**src/rtl/alu_flag_reg.sv**
```systemverilog
// Z80-style flag register: main/alternate F banks, POP AF load, two-pass 16-bit Z chaining
// and condition-code evaluation for the ALU combiner's next-flag outputs.
module alu_flag_reg #(
    parameter logic [7:0] F_RST = 8'h00
) (
    input  logic       clkc,
    input  logic       resetb,
    input  logic       cry_nxt,
    input  logic       hcar_nxt,
    input  logic       one_nxt,
    input  logic       par_nxt,
    input  logic       sign_nxt,
    input  logic       zero_nxt,
    input  logic       vflo_nxt,
    input  logic       pv_sel,
    input  logic       sub_op,
    input  logic       flg_wr,
    input  logic [5:0] flg_msk,
    input  logic       pass_lo,
    input  logic       ld_flg,
    input  logic [7:0] data_bus,
    input  logic       ex_af,
    input  logic [2:0] cond_sel,
    output logic [7:0] flags,
    output logic       alt_bank,
    output logic       one_flg,
    output logic       cond_true,
    output logic       word_busy
);

    localparam logic [7:0] F_MASK = 8'hD7;

    typedef enum logic {
        ST_IDLE = 1'b0,
        ST_HI   = 1'b1
    } word_st_e;

    word_st_e   st_q, st_d;
    logic [7:0] bank0_q, bank0_d;
    logic [7:0] bank1_q, bank1_d;
    logic [7:0] flags_q, flags_d;
    logic       alt_q, alt_d;
    logic       one_q, one_d;
    logic       zlo_q, zlo_d;

    logic [7:0] act_s;
    logic [7:0] new_s;
    logic [7:0] wmask_s;
    logic [7:0] upd_s;
    logic       pv_s;
    logic       z_s;

    // Next-state for banks, word-op FSM, low-pass zero and one flag.
    always_comb begin
        st_d    = st_q;
        zlo_d   = zlo_q;
        one_d   = one_q;
        act_s   = alt_q ? bank1_q : bank0_q;
        upd_s   = act_s;
        pv_s    = pv_sel ? vflo_nxt : par_nxt;
        z_s     = (st_q == ST_HI) ? (zero_nxt & zlo_q) : zero_nxt;
        new_s   = {sign_nxt, z_s, 1'b0, hcar_nxt, 1'b0, pv_s, sub_op, cry_nxt};
        // Low pass of a word op may only touch H, N and C.
        if (pass_lo) begin
            wmask_s = {1'b0, 1'b0, 1'b0, flg_msk[3], 1'b0, 1'b0, flg_msk[1], flg_msk[0]};
        end else begin
            wmask_s = {flg_msk[5], flg_msk[4], 1'b0, flg_msk[3], 1'b0,
                       flg_msk[2], flg_msk[1], flg_msk[0]};
        end

        if (ld_flg) begin
            upd_s = data_bus & F_MASK;
            st_d  = ST_IDLE;
        end else if (flg_wr) begin
            upd_s = (act_s & ~wmask_s) | (new_s & wmask_s);
            if (pass_lo) begin
                zlo_d = zero_nxt;
                st_d  = ST_HI;
            end else begin
                one_d = (st_q == ST_HI) ? 1'b0 : one_nxt;
                st_d  = ST_IDLE;
            end
        end else begin
            upd_s = act_s;
        end

        // Writes target the bank active before any same-cycle swap.
        bank0_d = alt_q ? bank0_q : (upd_s & F_MASK);
        bank1_d = alt_q ? (upd_s & F_MASK) : bank1_q;
        alt_d   = alt_q ^ ex_af;
        flags_d = alt_d ? bank1_d : bank0_d;
    end

    // State registers.
    always_ff @(posedge clkc or negedge resetb) begin
        if (!resetb) begin
            st_q    <= ST_IDLE;
            bank0_q <= F_RST & F_MASK;
            bank1_q <= F_RST & F_MASK;
            flags_q <= F_RST & F_MASK;
            alt_q   <= 1'b0;
            one_q   <= 1'b0;
            zlo_q   <= 1'b0;
        end else begin
            st_q    <= st_d;
            bank0_q <= bank0_d;
            bank1_q <= bank1_d;
            flags_q <= flags_d;
            alt_q   <= alt_d;
            one_q   <= one_d;
            zlo_q   <= zlo_d;
        end
    end

    // Condition codes from the currently visible flags.
    always_comb begin
        case (cond_sel)
            3'd0:    cond_true = ~flags_q[6];
            3'd1:    cond_true =  flags_q[6];
            3'd2:    cond_true = ~flags_q[0];
            3'd3:    cond_true =  flags_q[0];
            3'd4:    cond_true = ~flags_q[2];
            3'd5:    cond_true =  flags_q[2];
            3'd6:    cond_true = ~flags_q[7];
            3'd7:    cond_true =  flags_q[7];
            default: cond_true = 1'b0;
        endcase
    end

    assign flags     = flags_q;
    assign alt_bank  = alt_q;
    assign one_flg   = one_q;
    assign word_busy = (st_q == ST_HI);

endmodule
```
**config.mk**
```make
export PLATFORM = sky130hd
export DESIGN_NAME = alu_flag_reg
export DESIGN_NICKNAME = d
export VERILOG_FILES = /design/src/rtl/alu_flag_reg.sv
export SDC_FILE = /design/constraint.sdc
export NUM_CORES = 1
export LEC_CHECK = 0
export ABC_CLOCK_PERIOD_IN_PS = 3400
export CAP_MARGIN = 20
export CORE_MARGIN = 2
export CORE_UTILIZATION = 49
export DETAILED_ROUTE_END_ITERATION = 6
export GPL_TIMING_DRIVEN = 0
export MAX_ROUTING_LAYER = met4
export PLACE_DENSITY = 0.82
export SLEW_MARGIN = 5
export SYNTH_ARGS = -nofsm -noshare
export SYNTH_HDL_FRONTEND = slang
export SYNTH_SLANG_ARGS = --single-unit
```
**constraint.sdc**
```tcl
create_clock -name clkc -period 3.4 [get_ports clkc]
set_input_delay 0.34 -clock clkc [delete_from_list [all_inputs] [get_ports clkc]]
set_output_delay 0.34 -clock clkc [all_outputs]
set_load 0.01 [all_outputs]
```
==> summary.md <==
| Metric | Value |
|---|---|
| P&R area growth vs syn | `37.8%` |
| Wire per inst | `roughly 16 µm` |
| CTS tree | `built` |
| Synthesized cell area | `about 1400 µm²` |
| Routed Wire Length | `3.19 mm` |
| Core Region | `roughly 2700 µm²` |
| Register bit count reported by yosys | `28` |
| Overflow after GRT | `0` |
| PwrDens | `between 700 and 800 nW/µm²` |
| Max frequency | `426 MHz` |
| Crit end category | `output pin` |
| Number of setup buffers added after CTS | `0` |
| CTS Hold Bufs | `0` |
| Max Clock Skew | `approximately 5.6 ps` |
| Vias/cell | `around 5.7` |
| Final Max Slew Viols | `0` |
| Drt pass-1 iters | `4` |
| Top cell family by delay on the critical path | `buffers and inverters` |
| Final setup viols | `0` |
| Post-synthesis sequential area ratio | `51.0%` |
| Avg Cell Area, Syn | `~11 µm²` |
| # rows | `19` |
| Final HPWL DP | `2.37 mm` |
| Vias post-DR | `roughly 1200` |
| Syn_nets | `161` |
| Worst-Skew Late Latency | `between 300 and 400 ps` |
| CP Launch Type | `primary input` |
| Global-route wire length before repair | `a little over 5 mm` |
| Crit Path Max Fanout | `1` |
| Clock slew at reported path FFs | `approximately 150 ps` |
| Antenna viol nets, final | `0` |
| H-tree Lvls | `1` |
| Die Wd | `~57 µm` |
| Top cell by count, worst path | `clkdlybuf4s50_1` |
| PortBufs | `40` |
| Largest net degree at the start of global routing | `20` |
| Die Ht | `57.0 µm` |
| Final period utilization | `69.0%` |
| Vias in the first global route | `roughly 1100` |
| Final Core Density | `between 60% and 70%` |
| CTS Buffer Depth | `2` |
| Antenna diode count | `0` |
| Detailed Route Iter0 Violations | `26` |
| Crit path buffers/inverters | `2` |
| CP cell instances | `clkdlybuf4s50_1 -> mux4_2 -> xnor2_1 -> clkdlybuf4s50_1` |
| WS Path Type | `in -> out` |
| Clock Sink Count | `28` |
| Number of synthesized flops with an enable pin | `0` |
| Status | `completed` |
| Synth unique cells | `33` |
| Peak VDD IR | `between 0.0005 and 0.0006 V` |
| Max stage delay on crit path | `~540 ps` |
| Initial antenna violation count | `0` |
| Post-Synthesis Cells | `~130` |
| Main synth FF type | `dfrtp_1` |
| Remaining DRCs | `0` |
| Max Cap Viol | `0` |
| Gp weighted congestion | `~0.80` |
| Top Ports | `44` |
| Total CTS buffers | `3` |
| DIE AREA | `3240 µm²` |
| Slew @ Worst Pin | `652 ps` |
| Setup_tns | `0 ps` |
| CTS resizes | `0` |
| Nets | `roughly 210` |
| GRT Util Overall | `a little over a fifth` |
| Share of cells above drive strength 1 | `9.20%` |
| Root cell of the clock tree | `clkbuf_4` |
| Syn. warnings | `0` |
| Required @ worst endpoint | `slightly above 3000 ps` |
| Static Leak | `around 0.85 nW` |
| Fillers | `between 200 and 250` |
| Final Critical Period | `2350 ps` |
| Max_slew headroom | `a little under three fifths` |
| Starting Density | `between 50% and 60%` |
| Fraction of registers with async set/reset | `100%` |
| Hold Crit Class | `in -> async` |
| RSZ-0062 raised after global routing | `false` |
| Worst path slowest cell | `clkdlybuf4s50_1` |
| Arr. time, crit path | `around 2000 ps` |
| Final hold viol count | `0` |
path summary, 6_finish.rpt:
kind	depth (start not counted)	start	slack (ps)	end
worst min-delay path	1	resetb	340	flags[0]
worst min register to register	1	bank0_q[5]	500	bank0_q[5]
max in group asynchronous	2	resetb	2590	bank0_q[4]
min in group clkc	3	ld_flg	470	bank0_q[2]
worst max-delay path	4	cond_sel[1]	1050	cond_true
worst max register to register	4	alt_bank	1950	bank0_q[7]
where the power goes:
group / internal, mW / switching [mW] / total, mW
clock: 0.119 / 0.103 / 0.222
sequential: 0.451 / 0.0573 / 0.508
combinational: 0.317 / 0.295 / 0.612
cell type report:
cell class                 count  area [µm²]  share of cell area, %
buffer                         8        46.3                   2.45
clock buffer                   3        22.5                   1.19
clock inverter                 1        30.0                   1.59
inverter                       8        30.0                   1.59
multi-input combinational     85         597                   31.5
sequential                    28         701                   37.0
tap                           31        38.8                   2.05
timing repair buffer          41         428                   22.6
cells in the mapped netlist, types with 2 or more instances:
cell | number | area, µm²
and2_1 | 2 | 12.5
buf_2 | 4 | 20.0
nand2_1 | 8 | 30.0
a21oi_1 | 11 | 55.1
nor2b_1 | 5 | 31.3
nor2_1 | 7 | 26.3
a31oi_1 | 5 | 31.3
nand3b_1 | 3 | 22.5
a211o_1 | 2 | 17.5
or2_2 | 2 | 12.5
a22oi_1 | 4 | 30.0
a211oi_1 | 2 | 15.0
o211ai_1 | 3 | 22.5
a21o_1 | 4 | 30.0
o21a_1 | 2 | 15.0
nand2b_1 | 3 | 18.8
inv_1 | 8 | 30.0
mux2i_1 | 12 | 120
dfrtp_1 | 28 | 701
layout by cell type (no fill, tap or decap), drive strengths merged:
master / count
a211o: 2
a211oi: 2
a21o: 4
a21oi: 11
a22oi: 4
a31oi: 5
a32oi: 1
a41oi: 1
and2: 2
buf: 8
bufinv: 1
clkbuf: 4
clkdlybuf4s50: 40
dfrtp: 28
inv: 8
mux2: 1
mux2i: 12
mux4: 1
nand2: 8
nand2b: 3
nand3b: 3
nor2: 7
nor2b: 5
nor4bb: 1
o211ai: 3
o21a: 2
o21ai: 1
o41ai: 1
or2: 2
or3: 1
xnor2: 1
xor2: 1
metrics by stage:
stage          total power [mW]  cells  hold WS, ps  area, µm²  setup WS, ps
2_1_floorplan             0.890    129         44.4       1370          1940
3_3_place_gp               1.10    200          471       1810          1040
3_5_place_dp               1.13    201          474       1840          1040
4_1_cts                    1.35    205          347       1890          1040
5_1_grt                    1.43    205          351       1890          1010
6_report                   1.34    205          338       1890          1050
flip-flops by register name, summed over array words and instances (netlist names):
register	flops
word_busy	1
flags	8
zlo_q	1
alt_bank	1
bank0_q	8
bank1_q	8
one_flg	1
kinds of logic (layout without fill, tap and decap cells):
kind of cell           count (synthesis)  in the layout  share of synthesized area, %
XOR/XNOR                               2              2                          1.28
AND/OR/NAND/NOR                       32             32                          12.4
AO/OA/AOI/OAI                         37             37                          18.6
buffers and inverters                 16             61                          5.56
multiplexers                          14             14                          11.2
flip-flops                            28             28                          51.0
metal layers:
| metal | up-vias | GRT usage [%] | wire (µm) |
|---|---|---|---|
| li1 | 550 | - | - |
| met5 | - | - | 0 |
| met4 | 0 | 7.31 | 57 |
| met3 | 7 | 4.54 | 188 |
| met1 | 569 | 27.0 | 1350 |
| met2 | 47 | 33.8 | 1590 |
Note: power is estimated with default switching activity, not from simulation.
